==> src/rtl/pipelined_barrel_shifter_if.sv <==
`default_nettype none
// ============================================================================
// Module   : pipelined_barrel_shifter_if
// Brief    : Operation/result handshake bundle for pipelined_barrel_shifter.
// Revision : 1.0  initial release
// ============================================================================
interface pipelined_barrel_shifter_if #(
    parameter int WIDTH = 32
);
    localparam int SHW = $clog2(WIDTH);

    logic             in_valid;
    logic             in_ready;
    logic [WIDTH-1:0] in_data;
    logic [SHW-1:0]   in_shamt;
    logic [1:0]       in_op;
    logic [3:0]       in_tag;
    logic             out_valid;
    logic             out_ready;
    logic [WIDTH-1:0] out_data;
    logic [3:0]       out_tag;

    modport master (
        output in_valid, in_data, in_shamt, in_op, in_tag, out_ready,
        input  in_ready, out_valid, out_data, out_tag
    );

    modport slave (
        input  in_valid, in_data, in_shamt, in_op, in_tag, out_ready,
        output in_ready, out_valid, out_data, out_tag
    );
endinterface
`default_nettype wire

==> src/rtl/pipelined_barrel_shifter.sv <==
`default_nettype none
// ============================================================================
// Module   : pipelined_barrel_shifter
// Brief    : log2(WIDTH)-level SLL/SRL/SRA/ROR shifter split over PIPE_STAGES
//            register stages with valid/ready backpressure.
//            Optional macro SHIFTER_ROTATE_EN: op 11 rotates right (else SRL).
// Revision : 1.0  initial release
// ============================================================================
module pipelined_barrel_shifter #(
    parameter int WIDTH       = 32,
    parameter int PIPE_STAGES = 2
) (
    input  wire logic                 clk,
    input  wire logic                 reset,
    pipelined_barrel_shifter_if.slave bus
);
    localparam int SHW   = $clog2(WIDTH);
    localparam int LAST  = PIPE_STAGES - 1;
    localparam int BASE  = SHW / PIPE_STAGES;
    localparam int EXTRA = SHW % PIPE_STAGES;

    // Earlier stages absorb the leftover levels when SHW does not divide evenly.
    function automatic int lvl_first(input int k);
        return k * BASE + ((k < EXTRA) ? k : EXTRA);
    endfunction

    function automatic int lvl_count(input int k);
        return BASE + ((k < EXTRA) ? 1 : 0);
    endfunction

    function automatic logic [WIDTH-1:0] shift_level(
        input logic [WIDTH-1:0] d,
        input logic             sgn,
        input logic [1:0]       op,
        input int               s
    );
        logic [WIDTH-1:0] r;
        r = d >> s;
        case (op)
            2'b00:   r = d << s;
            2'b10:   r = r | ({WIDTH{sgn}} << (WIDTH - s));
`ifdef SHIFTER_ROTATE_EN
            2'b11:   r = r | (d << (WIDTH - s));
`endif
            default: r = d >> s;
        endcase
        return r;
    endfunction

    logic [PIPE_STAGES-1:0]            valid_q, valid_d;
    logic [PIPE_STAGES-1:0][WIDTH-1:0] data_q,  data_d;
    logic [PIPE_STAGES-1:0][SHW-1:0]   shamt_q, shamt_d;
    logic [PIPE_STAGES-1:0][1:0]       op_q,    op_d;
    logic [PIPE_STAGES-1:0][3:0]       tag_q,   tag_d;
    logic [PIPE_STAGES-1:0]            sign_q,  sign_d;

    logic [PIPE_STAGES-1:0]            w_load;
    logic [PIPE_STAGES-1:0]            w_src_valid;
    logic [PIPE_STAGES-1:0][WIDTH-1:0] w_src_data;
    logic [PIPE_STAGES-1:0][SHW-1:0]   w_src_shamt;
    logic [PIPE_STAGES-1:0][1:0]       w_src_op;
    logic [PIPE_STAGES-1:0][3:0]       w_src_tag;
    logic [PIPE_STAGES-1:0]            w_src_sign;
    logic                              w_unused_tail;

    // The SRA fill bit is taken from the original operand and travels with it.
    assign w_src_valid[0] = bus.in_valid;
    assign w_src_data[0]  = bus.in_data;
    assign w_src_shamt[0] = bus.in_shamt;
    assign w_src_op[0]    = bus.in_op;
    assign w_src_tag[0]   = bus.in_tag;
    assign w_src_sign[0]  = bus.in_data[WIDTH-1];

    for (genvar k = 1; k < PIPE_STAGES; k++) begin : g_link
        assign w_src_valid[k] = valid_q[k-1];
        assign w_src_data[k]  = data_q[k-1];
        assign w_src_shamt[k] = shamt_q[k-1];
        assign w_src_op[k]    = op_q[k-1];
        assign w_src_tag[k]   = tag_q[k-1];
        assign w_src_sign[k]  = sign_q[k-1];
    end

    always_comb begin
        w_load       = '0;
        w_load[LAST] = !valid_q[LAST] || bus.out_ready;
        for (int k = LAST - 1; k >= 0; k--) begin
            w_load[k] = !valid_q[k] || w_load[k+1];
        end
    end

    always_comb begin : p_stage_next
        logic [WIDTH-1:0] acc;
        acc     = '0;
        valid_d = valid_q;
        data_d  = data_q;
        shamt_d = shamt_q;
        op_d    = op_q;
        tag_d   = tag_q;
        sign_d  = sign_q;
        for (int k = 0; k < PIPE_STAGES; k++) begin
            acc = w_src_data[k];
            for (int l = 0; l < SHW; l++) begin
                if (l >= lvl_first(k) && l < lvl_first(k) + lvl_count(k) && w_src_shamt[k][l]) begin
                    acc = shift_level(acc, w_src_sign[k], w_src_op[k], 1 << l);
                end
            end
            if (w_load[k]) begin
                valid_d[k] = w_src_valid[k];
                if (w_src_valid[k]) begin
                    data_d[k]  = acc;
                    shamt_d[k] = w_src_shamt[k];
                    op_d[k]    = w_src_op[k];
                    tag_d[k]   = w_src_tag[k];
                    sign_d[k]  = w_src_sign[k];
                end
            end
        end
    end

    always_ff @(posedge clk) begin
        if (reset) begin
            valid_q <= '0;
            data_q  <= '0;
            shamt_q <= '0;
            op_q    <= '0;
            tag_q   <= '0;
            sign_q  <= '0;
        end else begin
            valid_q <= valid_d;
            data_q  <= data_d;
            shamt_q <= shamt_d;
            op_q    <= op_d;
            tag_q   <= tag_d;
            sign_q  <= sign_d;
        end
    end

    assign bus.in_ready  = w_load[0];
    assign bus.out_valid = valid_q[LAST];
    assign bus.out_data  = data_q[LAST];
    assign bus.out_tag   = tag_q[LAST];

    // Control fields of the final stage have no consumer.
    assign w_unused_tail = ^{shamt_q[LAST], op_q[LAST], sign_q[LAST]};
endmodule
`default_nettype wire

==> src/flat_wrapper.sv <==
// flat-port wrapper written by rule: the top's interface ports become plain ports
module pipelined_barrel_shifter_flat 
#(
    parameter int WIDTH       = 32,
    parameter int PIPE_STAGES = 2
)
  (clk, reset, bus_in_valid, bus_in_data, bus_in_shamt, bus_in_op, bus_in_tag, bus_out_ready, bus_in_ready, bus_out_valid, bus_out_data, bus_out_tag);
  pipelined_barrel_shifter_if #(.WIDTH(WIDTH)) bus_i ();
  input  wire logic clk;
  input  wire logic reset;
  input wire logic [$bits(bus_i.in_valid)-1:0] bus_in_valid;
  input wire logic [$bits(bus_i.in_data)-1:0] bus_in_data;
  input wire logic [$bits(bus_i.in_shamt)-1:0] bus_in_shamt;
  input wire logic [$bits(bus_i.in_op)-1:0] bus_in_op;
  input wire logic [$bits(bus_i.in_tag)-1:0] bus_in_tag;
  input wire logic [$bits(bus_i.out_ready)-1:0] bus_out_ready;
  output wire logic [$bits(bus_i.in_ready)-1:0] bus_in_ready;
  output wire logic [$bits(bus_i.out_valid)-1:0] bus_out_valid;
  output wire logic [$bits(bus_i.out_data)-1:0] bus_out_data;
  output wire logic [$bits(bus_i.out_tag)-1:0] bus_out_tag;
  assign bus_i.in_valid = bus_in_valid;
  assign bus_i.in_data = bus_in_data;
  assign bus_i.in_shamt = bus_in_shamt;
  assign bus_i.in_op = bus_in_op;
  assign bus_i.in_tag = bus_in_tag;
  assign bus_i.out_ready = bus_out_ready;
  assign bus_in_ready = bus_i.in_ready;
  assign bus_out_valid = bus_i.out_valid;
  assign bus_out_data = bus_i.out_data;
  assign bus_out_tag = bus_i.out_tag;
  pipelined_barrel_shifter #(.WIDTH(WIDTH), .PIPE_STAGES(PIPE_STAGES)) u_core (.clk(clk), .reset(reset), .bus(bus_i));
endmodule
==> config.mk <==
export PLATFORM = sky130hd
export DESIGN_NAME = pipelined_barrel_shifter_flat
export DESIGN_NICKNAME = d
export VERILOG_FILES = /design/src/rtl/pipelined_barrel_shifter_if.sv /design/src/rtl/pipelined_barrel_shifter.sv /design/src/flat_wrapper.sv
export SDC_FILE = /design/constraint.sdc
export NUM_CORES = 1
export LEC_CHECK = 0
export ABC_CLOCK_PERIOD_IN_PS = 5150
export CAP_MARGIN = 10
export CORE_ASPECT_RATIO = 1.1
export CORE_MARGIN = 10
export CORE_UTILIZATION = 25
export DETAILED_ROUTE_END_ITERATION = 12
export HOLD_SLACK_MARGIN = 0.15
export PLACE_DENSITY = 0.45
export SLEW_MARGIN = 30
export SYNTH_ARGS = -nofsm -noshare
export SYNTH_HDL_FRONTEND = slang
export SYNTH_SLANG_ARGS = --single-unit
export TNS_END_PERCENT = 5
==> constraint.sdc <==
create_clock -name clk -period 5.15 [get_ports clk]
set_clock_uncertainty 0.1 [all_clocks]
set_input_delay 1.545 -clock clk [delete_from_list [all_inputs] [get_ports clk]]
set_output_delay 1.545 -clock clk [all_outputs]
set_load 0.01 [all_outputs]
Word level (Yosys, flattened, before mapping)
Index checks and enable logic that the tools add are counted.
- bits in registers: 82
- input port bits: 47
- eq/ne operators: 2
- mux-type cells: 10
- bitwise gates (word level): 5
- reduce and logical (&&, ||, !) cells: 8
- operator list (operator ; number):
    $pmux 32 s2 ; 5
    $mux 32 ; 5
    $or 16x32->32 ; 1
    $or 24x32->32 ; 1
    $or 28x32->32 ; 1
    $or 30x32->32 ; 1
    $or 31x32->32 ; 1
    $eq 2x2->1 const B ; 2
    $logic_not 2->1 ; 2
    $reduce_and 2->1 ; 2
    $logic_not 1->1 ; 2
    $logic_or 1x1->1 ; 2

Depth between registers and ports, before layout
Gate-level depths: netlist (run 1).
- depth after elaboration: 9
- mapped depth: 9

Least setup slack after synthesis (run 1)
Ideal clock, no wire load.
- path kind: input port to output port
- from: input port bus_out_ready
- to: output port bus_in_ready
- data arrival time: 1784 ps
- required time: 3505 ps
- slack: 1721 ps
- cell stages on the path: 1
- buffers on the path: 0
- cell sequence: nand3b_1
- cells in the longest elaborated chain, start to end: 2
- RTL lines (what ; line ; source):
    start, declared ; flat_wrapper.sv:16 ; input wire logic [$bits(bus_i.out_ready)-1:0] bus_out_ready;
    $logic_or 1x1->1 ; pipelined_barrel_shifter.sv:85 ; w_load[LAST] = !valid_q[LAST] || bus.out_ready;
    $logic_or 1x1->1 ; pipelined_barrel_shifter.sv:87 ; w_load[k] = !valid_q[k] || w_load[k+1];
    end, declared ; flat_wrapper.sv:17 ; output wire logic [$bits(bus_i.in_ready)-1:0] bus_in_ready;
No other way between the ends.

Worst setup path in the final report (run 1)
Ends and elaborated chain as after synthesis.

==> results of run 1 <==
[worst max-delay path, cell delays in order]
cell and delay (ps):
sky130_fd_sc_hd__clkdlybuf4s50_1 460, sky130_fd_sc_hd__nand3b_1 190, sky130_fd_sc_hd__clkdlybuf4s50_1 580
[final timing paths]
path | cells past startpoint | slack, ps | from | endpoint
worst min register to register | 2 | 350 | u_core.bus.out_data[28]$_SDFFE_PP0P_ | u_core.bus.out_data[28]$_SDFFE_PP0P_
worst max-delay path | 3 | 730 | bus_out_ready | bus_in_ready
worst max register to register | 5 | 2820 | u_core.shamt_q[3]$_SDFFE_PP0P_ | u_core.bus.out_data[1]$_SDFFE_PP0P_
worst min-delay path | 2 | 350 | u_core.bus.out_data[28]$_SDFFE_PP0P_ | u_core.bus.out_data[28]$_SDFFE_PP0P_
[power groups by stage]
stage | clock [mW] | sequential (mW) | combinational [mW]
after floorplan | 0 | 0.694 | 0.407
after global placement | 0 | 0.724 | 0.585
after detailed placement | 0 | 0.725 | 0.579
after CTS | 0.653 | 0.712 | 0.581
after global routing | 0.681 | 0.719 | 0.637
final | 0.634 | 0.712 | 0.587
[per-stage QoR]
step / hold slack [ps] / cell area, um^2 / setup WS [ps]
4_1_cts: 355.9 / 8075 / 727.3
3_3_place_gp: 338.2 / 7781 / 734.9
5_1_grt: 370.4 / 8075 / 692.5
2_1_floorplan: 332.1 / 7012 / 1721
3_5_place_dp: 346.1 / 7785 / 740.6
6_report: 352.0 / 8075 / 733.4
[final cells by class]
class	count	area [um^2]
clock inverters	5	57.56
clock buffers	11	232.7
repair buffers	113	1046
inverters	20	77.57
multi-input cells	700	4624
fillers	3117	19630
well taps	363	454.2
flip-flops and latches	79	1583
[sequential cells by signal, summed over array words and instances, names as in the netlist]
name                 flops
u_core.tag_q             4
u_core.valid_q           2
u_core.bus.out_data     32
u_core.bus.out_tag       4
u_core.sign_q            1
u_core.op_q              2
u_core.data_q           32
u_core.shamt_q           2
[cell usage in the layout, fill, tap and decap left out, drive strengths merged, types with 7 or more instances in the layout]
master / count
mux2i: 39
clkdlybuf4s50: 81
clkbuf: 11
a2bb2oi: 11
a21oi: 68
o22ai: 13
o21ai: 62
nor3: 8
dfxtp: 79
o221ai: 17
buf: 32
nor2: 104
nor2b: 8
a211oi: 16
and2: 8
or3b: 12
a221oi: 9
inv: 21
o211a: 9
a2111oi: 13
nand2: 125
a22oi: 7
o211ai: 11
a31oi: 25
a311oi: 29
nor4b: 10
mux4: 15
[metal layers]
metal	part of all wire	vias up	wire [um]	track usage
li1	-	3443	-	-
met1	0.47	3507	13030	0.2096
met2	0.44	309	12140	0.2246
met3	0.066	52	1833	0.03051
met4	0.023	0	641	0.04107
met5	0	-	0	0
[cell families (layout without fill, tap and decap cells)]
kind of cell | Yosys count | after routing | synth area share
flops | 79 | 79 | 0.2256
mux | 60 | 60 | 0.1135
buf+inv | 148 | 149 | 0.1156
simple gates | 307 | 307 | 0.2034
compound gates | 333 | 333 | 0.3419
==> metrics.md, run 1 <==
| Metric | Value |
|---|---|
| Max-slew violation count | 0 |
| Psw | 662.4 uW |
| Unrepaired setup endpoints after global routing | false |
| Final HPWL from detailed placement | 20.49 mm |
| Total power | 1.933 mW |
| Worst Path Max Fanout | 5 |
| Clock Pin Slew Worst Setup and Hold Paths | 60 ps |
| Area of the die | 0.03515 mm^2 |
| Deepest level of the CTS H-tree | 3 |
| Routed len/inst | 21.41 um |
| Critical Path Source Type | input port |
| Fin nets | 970 |
| Clock tree from TritonCTS | yes |
| CTS Hold Buffers Added | 0 |
| Clk Latency, worst-skew pair | 340 ps |
| Net count after synthesis | 974 |
| Final setup violation count | 0 |
| Count of warnings emitted by yosys | 0 |
| FP Rows | 64 |
| Async set-reset flop share out of synthesis | 0 |
| Leading post-synthesis cells by instance count | 125 x sky130_fd_sc_hd__nand2_1, 103 x sky130_fd_sc_hd__nor2_1, 79 x sky130_fd_sc_hd__dfxtp_1 |
| Fin. Hold Viols | 0 |
| Top-area cell type share of the netlist area | 0.2256 |
| Cell area after technology mapping | 0.007012 mm^2 |
| #FFs+latches synth | 79 |
| Number of buffers inserted by post-CTS setup repair | 0 |
| Netlist cell types | 79 |
| Maximum operating frequency | 226.4 MHz |
| # Max-Cap Violations | 0 |
| Non-filler instance count after layout | 1291 |
| Result of the run | completed |
| Max_slew headroom | 0.4322 |
| Chip height | 195.6 um |
| Ports placed on the boundary | 85 |
| Number of cells produced by synthesis | 927 |
| Minimum clock period | 4417 ps |
| CTS Root Buffer Type | sky130_fd_sc_hd__clkbuf_16 |
| Number of routed nets with antenna violations | 0 |
| Post-synthesis cell type with the largest combined area | sky130_fd_sc_hd__dfxtp_1 |
| Number of cells after detailed placement | 1275 |
| Required time worst endpoint | 3510 ps |
| Width of the die | 179.7 um |
| Initial antenna violation count | 0 |
| IR drop worst, VDD | 0.1531 mV |
| TritonCTS Sinks | 79 |
| Sequential element share of the synthesized area | 0.2256 |
| Post-synth EDFFs | 0 |
| Aggregate routed wire length | 27.64 mm |
| Start-to-end type of the worst setup path | in2out |
| Worst hold path class | reg2reg |
| Final total negative setup slack | 0 ps |
| Period utilization | 0.8576 |
| Net switching share of the total power | 0.3427 |
| CTS buffer count | 9 |
| CTS max path bufs | 2 |
| Number of global-route vias before repair | 6923 |
| Final core occ | 0.2915 |
| Internal Pwr Total | 1.271 mW |
| Crit path capture type | primary output |
| Largest net degree at the start of global routing | 62 |
| Vias | 7311 |
| Most frequently used cell type in the post-synthesis netlist | sky130_fd_sc_hd__nand2_1 |
| Detailed-route vias per instance | 5.663 |
| Global Route Usage Sum | 0.1492 |
| Transition at the pin with the smallest max-transition slack | 850.5 ps |
| Fraction of final layout cells with drive strength greater than 1 | 0.1013 |
| CORE AREA | 0.02771 mm^2 |
| RD Place Congestion | 0.9104 |
| Global-route wire length before repair | 42.84 mm |
| Quantity of I/O buffers inserted on ports | 84 |
| Leak | 2.728 nW |
| Sequential cell fraction of total power | 0.368 |
| Power per unit of standard cell area | 239.4 mW/mm^2 |
| Top cells by area, synth | sky130_fd_sc_hd__dfxtp_1 23%, sky130_fd_sc_hd__nand2_1 6.7%, sky130_fd_sc_hd__mux2i_1 5.6% |
| Initial drt markers | 734 |
| Primary flip-flop cell chosen by synthesis mapping | sky130_fd_sc_hd__dfxtp_1 |
| Effective utilization at floorplan | 0.2531 |
| DRC errors left | 0 |
| Number of antenna diodes | 0 |
| Combinational power share | 0.304 |
| Crit path DAT | 2770 ps |
| Number of optimization iterations in the first detailed-route pass | 5 |
| Proportion of power drawn by the clock network | 0.328 |
| Post_cts resized | 0 |
| Syn-to-layout area delta | 15.17% |
| Total overflow reported by the global router | 0 |
| Average instance area after synthesis | 7.564 um^2 |
Power figures use the tool's default switching activity.
==> run 2: changes to the inputs <==
--- a/config.mk
+++ b/config.mk
@@ -10,6 +10,7 @@
 export CORE_ASPECT_RATIO = 1.1
 export CORE_MARGIN = 10
 export CORE_UTILIZATION = 25
+export CTS_CLUSTER_DIAMETER = 30
 export DETAILED_ROUTE_END_ITERATION = 12
 export HOLD_SLACK_MARGIN = 0.15
 export PLACE_DENSITY = 0.45
==> results of run 2 <==
Final layout, timing and power as in run 1 (identical DEF).
